[config.mk]
export PLATFORM = sky130hd
export DESIGN_NAME = entry_gate_controller_flat
export DESIGN_NICKNAME = d
export VERILOG_FILES = /design/src/rtl/entry_gate_controller_if.sv /design/src/rtl/entry_gate_controller.sv /design/src/flat_wrapper.sv
export SDC_FILE = /design/constraint.sdc
export NUM_CORES = 1
export LEC_CHECK = 0
export BUFFER_PORTS_ARGS = -buffer_cell sky130_fd_sc_hd__buf_2
export CAP_MARGIN = 20
export CORE_MARGIN = 1.5
export CORE_UTILIZATION = 40
export DETAILED_ROUTE_END_ITERATION = 16
export PLACE_DENSITY = 0.64
export SKIP_CTS_REPAIR_TIMING = 1
export SLEW_MARGIN = 20
export SYNTH_ARGS = -nofsm -noshare
export SYNTH_HDL_FRONTEND = slang
export SYNTH_SLANG_ARGS = --single-unit
[constraint.sdc]
create_clock -name clk -period 5.2 [get_ports clk]
set_input_delay 1.04 -clock clk [delete_from_list [all_inputs] [get_ports clk]]
set_output_delay 1.04 -clock clk [all_outputs]
set_load 0.01 [all_outputs]
[src/rtl/entry_gate_controller_if.sv]
// Signal bundle between the parking-lot entry barrier controller and its environment.
// fsm_state is a debug view of the controller state: 0 IDLE, 1 OPENING, 2 OPEN, 3 CLOSING.
interface entry_gate_controller_if #(
  parameter int CNT_W = 4
);
  // Handshake: req is a level sampled only while IDLE; grant or deny answers with
  // a one-cycle pulse the cycle after the sample; nothing is queued outside IDLE.
  logic             req;
  logic             sensorA;
  logic             sensorB;
  logic [CNT_W-1:0] car_count;
  logic             grant;
  logic             deny;
  logic             motor_open;
  logic             motor_close;
  logic             gate_up;
  logic             full;
  logic             timeout;
  logic [1:0]       fsm_state;

  modport master (
    output req, sensorA, sensorB, car_count,
    input  grant, deny, motor_open, motor_close, gate_up, full, timeout, fsm_state
  );

  modport slave (
    input  req, sensorA, sensorB, car_count,
    output grant, deny, motor_open, motor_close, gate_up, full, timeout, fsm_state
  );
endinterface

[src/rtl/entry_gate_controller.sv]
// Entry barrier sequencer: grants requests below capacity, opens the gate, closes it
// once car_count moves, reverses on obstruction and times out an unused opening.
module entry_gate_controller #(
  parameter int CNT_W          = 4,
  parameter int CAPACITY       = 9,
  parameter int TRAVEL_CYCLES  = 25_000_000,
  parameter int TIMEOUT_CYCLES = 250_000_000,
  parameter int TMR_W          = 28
) (
  input logic                  clk,
  input logic                  reset,
  entry_gate_controller_if.slave bus
);
  typedef enum logic [1:0] {
    IDLE    = 2'd0,
    OPENING = 2'd1,
    OPEN    = 2'd2,
    CLOSING = 2'd3
  } state_t;

  localparam logic [TMR_W-1:0] TRAVEL_LAST  = TMR_W'(TRAVEL_CYCLES - 1);
  localparam logic [TMR_W-1:0] TIMEOUT_LAST = TMR_W'(TIMEOUT_CYCLES - 1);
  localparam logic [CNT_W:0]   CAP_V        = (CNT_W + 1)'(CAPACITY);

  state_t           state;
  logic [TMR_W-1:0] timer;
  logic [CNT_W-1:0] count_snap;
  logic             grant;
  logic             deny;
  logic             motor_open;
  logic             motor_close;
  logic             gate_up;
  logic             full;
  logic             timeout;

  logic cap_hit;
  logic entry_seen;
  logic obstructed;

  // Any difference from the snapshot counts, including a wrap such as 15 -> 0.
  assign cap_hit    = {1'b0, bus.car_count} >= CAP_V;
  assign entry_seen = (bus.car_count != count_snap) && !bus.sensorA && !bus.sensorB;
  assign obstructed = bus.sensorA || bus.sensorB;

  // Motor and gate_up are set alongside each transition, so they track the next state.
  always_ff @(posedge clk or negedge reset) begin
    if (!reset) begin
      state       <= IDLE;
      timer       <= '0;
      count_snap  <= '0;
      grant       <= 1'b0;
      deny        <= 1'b0;
      motor_open  <= 1'b0;
      motor_close <= 1'b0;
      gate_up     <= 1'b0;
      full        <= 1'b0;
      timeout     <= 1'b0;
    end else begin
      full    <= cap_hit;
      grant   <= 1'b0;
      deny    <= 1'b0;
      timeout <= 1'b0;
      case (state)
        IDLE: begin
          motor_open  <= 1'b0;
          motor_close <= 1'b0;
          gate_up     <= 1'b0;
          timer       <= '0;
          if (bus.req && !full) begin
            state      <= OPENING;
            count_snap <= bus.car_count;
            grant      <= 1'b1;
            motor_open <= 1'b1;
          end else if (bus.req) begin
            deny <= 1'b1;
          end
        end
        OPENING: begin
          if (timer == TRAVEL_LAST) begin
            state      <= OPEN;
            timer      <= '0;
            motor_open <= 1'b0;
            gate_up    <= 1'b1;
          end else begin
            timer <= timer + TMR_W'(1);
          end
        end
        OPEN: begin
          // Entry is checked first so it wins over a simultaneous timeout.
          if (entry_seen) begin
            state       <= CLOSING;
            timer       <= '0;
            gate_up     <= 1'b0;
            motor_close <= 1'b1;
          end else if (timer == TIMEOUT_LAST) begin
            state       <= CLOSING;
            timer       <= '0;
            gate_up     <= 1'b0;
            motor_close <= 1'b1;
            timeout     <= 1'b1;
          end else begin
            timer <= timer + TMR_W'(1);
          end
        end
        CLOSING: begin
          if (obstructed) begin
            state       <= OPENING;
            timer       <= '0;
            motor_close <= 1'b0;
            motor_open  <= 1'b1;
          end else if (timer == TRAVEL_LAST) begin
            state       <= IDLE;
            timer       <= '0;
            motor_close <= 1'b0;
          end else begin
            timer <= timer + TMR_W'(1);
          end
        end
        default: begin
          state       <= IDLE;
          timer       <= '0;
          motor_open  <= 1'b0;
          motor_close <= 1'b0;
          gate_up     <= 1'b0;
        end
      endcase
    end
  end

  assign bus.grant       = grant;
  assign bus.deny        = deny;
  assign bus.motor_open  = motor_open;
  assign bus.motor_close = motor_close;
  assign bus.gate_up     = gate_up;
  assign bus.full        = full;
  assign bus.timeout     = timeout;
  assign bus.fsm_state   = state;
endmodule

[src/flat_wrapper.sv]
// flat-port wrapper written by rule: the top's interface ports become plain ports
module entry_gate_controller_flat 
#(
  parameter int CNT_W          = 4,
  parameter int CAPACITY       = 9,
  parameter int TRAVEL_CYCLES  = 25_000_000,
  parameter int TIMEOUT_CYCLES = 250_000_000,
  parameter int TMR_W          = 28
)
  (clk, reset, bus_req, bus_sensorA, bus_sensorB, bus_car_count, bus_grant, bus_deny, bus_motor_open, bus_motor_close, bus_gate_up, bus_full, bus_timeout, bus_fsm_state);
  entry_gate_controller_if #(.CNT_W(CNT_W)) bus_i ();
  input logic clk;
  input logic reset;
  input wire logic [$bits(bus_i.req)-1:0] bus_req;
  input wire logic [$bits(bus_i.sensorA)-1:0] bus_sensorA;
  input wire logic [$bits(bus_i.sensorB)-1:0] bus_sensorB;
  input wire logic [$bits(bus_i.car_count)-1:0] bus_car_count;
  output wire logic [$bits(bus_i.grant)-1:0] bus_grant;
  output wire logic [$bits(bus_i.deny)-1:0] bus_deny;
  output wire logic [$bits(bus_i.motor_open)-1:0] bus_motor_open;
  output wire logic [$bits(bus_i.motor_close)-1:0] bus_motor_close;
  output wire logic [$bits(bus_i.gate_up)-1:0] bus_gate_up;
  output wire logic [$bits(bus_i.full)-1:0] bus_full;
  output wire logic [$bits(bus_i.timeout)-1:0] bus_timeout;
  output wire logic [$bits(bus_i.fsm_state)-1:0] bus_fsm_state;
  assign bus_i.req = bus_req;
  assign bus_i.sensorA = bus_sensorA;
  assign bus_i.sensorB = bus_sensorB;
  assign bus_i.car_count = bus_car_count;
  assign bus_grant = bus_i.grant;
  assign bus_deny = bus_i.deny;
  assign bus_motor_open = bus_i.motor_open;
  assign bus_motor_close = bus_i.motor_close;
  assign bus_gate_up = bus_i.gate_up;
  assign bus_full = bus_i.full;
  assign bus_timeout = bus_i.timeout;
  assign bus_fsm_state = bus_i.fsm_state;
  entry_gate_controller #(.CNT_W(CNT_W), .CAPACITY(CAPACITY), .TRAVEL_CYCLES(TRAVEL_CYCLES), .TIMEOUT_CYCLES(TIMEOUT_CYCLES), .TMR_W(TMR_W)) u_core (.clk(clk), .reset(reset), .bus(bus_i));
endmodule
==> results.yml <==
outcome:
  status: "finished clean"
synthesis:
  syn_inst: 216
  synth_ff_type: "dfrtp_1"
  async_flop_share_pct: 100
  syn_area_um2: 2230
  yosys.area.top_type_share_pct: 46.0
  ys_ff_latch: 41
  avgSynthCellArea_um2: 10.3
  synthTopCellsByCount: "dfrtp_1, nor3_1, xnor2_1, xor2_1, nand2_1"
  yosysSeqAreaShare_pct: 46.0
  synth_cell_type_count: 42
  synth_most_common_cell: "dfrtp_1"
  yosysWarningCount: 0
  synth_top_area_cell: "dfrtp_1"
  synth_nets: 230
  synth_area_leaders: "dfrtp_1, nor3_1, xnor2_1"
  synth-edff-count: 0
route:
  vias_per_cell: 5.41
  drt_iter0_drc: 88
  drc: 0
  dr_total_vias: 1645
  first_pass_iters: 4
  wl_mm: 4.32
  wl_per_cell_um: 14.2
  final_antenna_net_count: 0
cells_and_area:
  largest_register: "u_core.timer"
  syn2layout_area_growth_pct: 10.9
  layout.cells.non_filler: 304
  drive_gt1_share_pct: 16.8
  largest_reg_flops: 28
  antennaDiodeCount: 0
  fin_util_pct: 45.5
  finalNetCount: 245
clock_network:
  clock_path_buffers: 2
  clk_latency_ns: 0.30
  cts_root_buffer: "clkbuf_8"
  cts.sinks: 41
  cts_tree: "built"
  clkTransAtPathRegs_ns: 0.07
  cts_buffers: 5
  h-tree-depth: 2
sta:
  finClkSkew_ns: 0.00979
  rsz0062_at_grt: "false"
  worst_pin_slew_ns: 0.898
  final.setup.worst_slack_ns: 2.69
  tns_ns: 0
  whs_ns: 0.500
  fin_crit_ns: 2.51
  max_slew_margin_pct: 40.2
  setup_viol: 0
  slew_violations: 0
  fmax_mhz: 398
  finalCritPeriodShare_pct: 48.3
  finalHoldViolations: 0
die:
  dieWidth_um: 77.7
  pin_count: 18
  rows: 27
  die_y_um: 77.7
  start_util_pct: 41.0
  core-area_um2: 5440
  die_area_um2: 6040
global_route:
  grt_usage_pct: 16.0
  grt_max_degree: 42
  grt_pass1_vias: 1625
  grt_pass1_wl_mm: 7.58
  gr-total-overflow: 0
  antenna_found_initial: 0
placement:
  numPortBuffers: 17
  place_congestion: 0.805
  hpwl_mm: 3.01
  dpl.cell_count: 296
  pre_cts_slack_ns: 2.48
power_and_ir_drop:
  power.leakage_nw: 1.04
  ir_worst_vdd_uv: 135
  power-per-cell-area_nw_per_um2: 243
critical_path:
  crit_type: "reg2reg"
  critPathMaxFanout: 28
  crit_required_ns: 5.33
  cp-end-kind: "flip-flop"
  cp-start-kind: "flip-flop"
  worstPathArrival_ns: 2.64
worst_hold_path:
  min_path_type: "reg2reg"
run:
  maxCapViolCount: 0
## placed cells by master (no fill, tap or decap), drive strengths merged, types with 5 or more instances in the layout
| cell | instances |
|---|---|
| clkbuf | 7 |
| nand4 | 9 |
| xnor2 | 15 |
| nor4b | 5 |
| and4 | 7 |
| buf | 18 |
| nand2 | 12 |
| ha | 5 |
| dfrtp | 41 |
| nor3 | 33 |
| xor2 | 14 |
| nand3 | 9 |
| mux2 | 6 |
| nor2 | 8 |
## power breakdown
group / total (mW) / internal, mW / switching (mW) / leakage [nW]
clock network: 0.268 / 0.157 / 0.111 / 0.0585
logic: 0.0138 / 0.00391 / 0.00989 / 0.437
registers: 0.319 / 0.319 / 0.000384 / 0.541
total: 0.601 / 0.480 / 0.122 / 1.04
## critical path: stages (launching register included)
cell      delay, ns
dfrtp_1        0.39
ha_1           0.22
and4_1         0.34
nand4_1        0.20
or3_4          0.41
a21boi_4       0.60
a32oi_1        0.19
## area by class of cell
type	count	area, um2
multi-input combinational	162	1140
clock buffer	7	86.3
sequential	41	1030
tap	72	90.1
fill	511	2960
clock inverter	1	30.0
timing repair buffer	18	92.6
inverter	3	11.3
## cell families after synthesis
kind of cell	Yosys count	share of synthesized area, %
buffers and inverters	13	3.03
AOI/OAI and AO/OA	19	6.67
muxes	6	3.03
and+or+nand+nor	103	27.1
DFF	41	46.0
adders and majority gates	5	2.80
xor gates and xnor gates	29	11.4
## per-stage QoR
step / total power [mW] / area, um2
floorplan: 0.328 / 2230
global placement: 0.340 / 2360
detailed placement: 0.340 / 2360
CTS: 0.607 / 2470
global route: 0.623 / 2470
finish: 0.601 / 2470
## per-layer routing
| metal | routed length (um) | track usage [%] | vias up |
|---|---|---|---|
| met1 | 2130 | 21.5 | 802 |
| met4 | 60 | 6.55 | 0 |
| li1 | - | - | 819 |
| met2 | 2030 | 25.0 | 19 |
| met5 | 0 | 0 | - |
| met3 | 99 | 3.18 | 5 |
## worst paths after layout
| path | end | start | slack (ns) | cells after the start |
|---|---|---|---|---|
| worst max-delay path | u_core.bus.fsm_state[0]$_DFFE_PN0P_ | u_core.timer[0]$_DFF_PN0_ | 2.69 | 6 |
| worst min-delay path | u_core.timer[0]$_DFF_PN0_ | u_core.timer[0]$_DFF_PN0_ | 0.50 | 1 |
| worst max register to register | u_core.bus.fsm_state[0]$_DFFE_PN0P_ | u_core.timer[0]$_DFF_PN0_ | 2.69 | 6 |
| worst min register to register | u_core.timer[0]$_DFF_PN0_ | u_core.timer[0]$_DFF_PN0_ | 0.50 | 1 |
| max in group asynchronous | u_core.timer[5]$_DFF_PN0_ | reset | 3.76 | 1 |
| min in group asynchronous | u_core.timer[18]$_DFF_PN0_ | reset | 0.86 | 1 |
(Power assumes the default switching activity.)
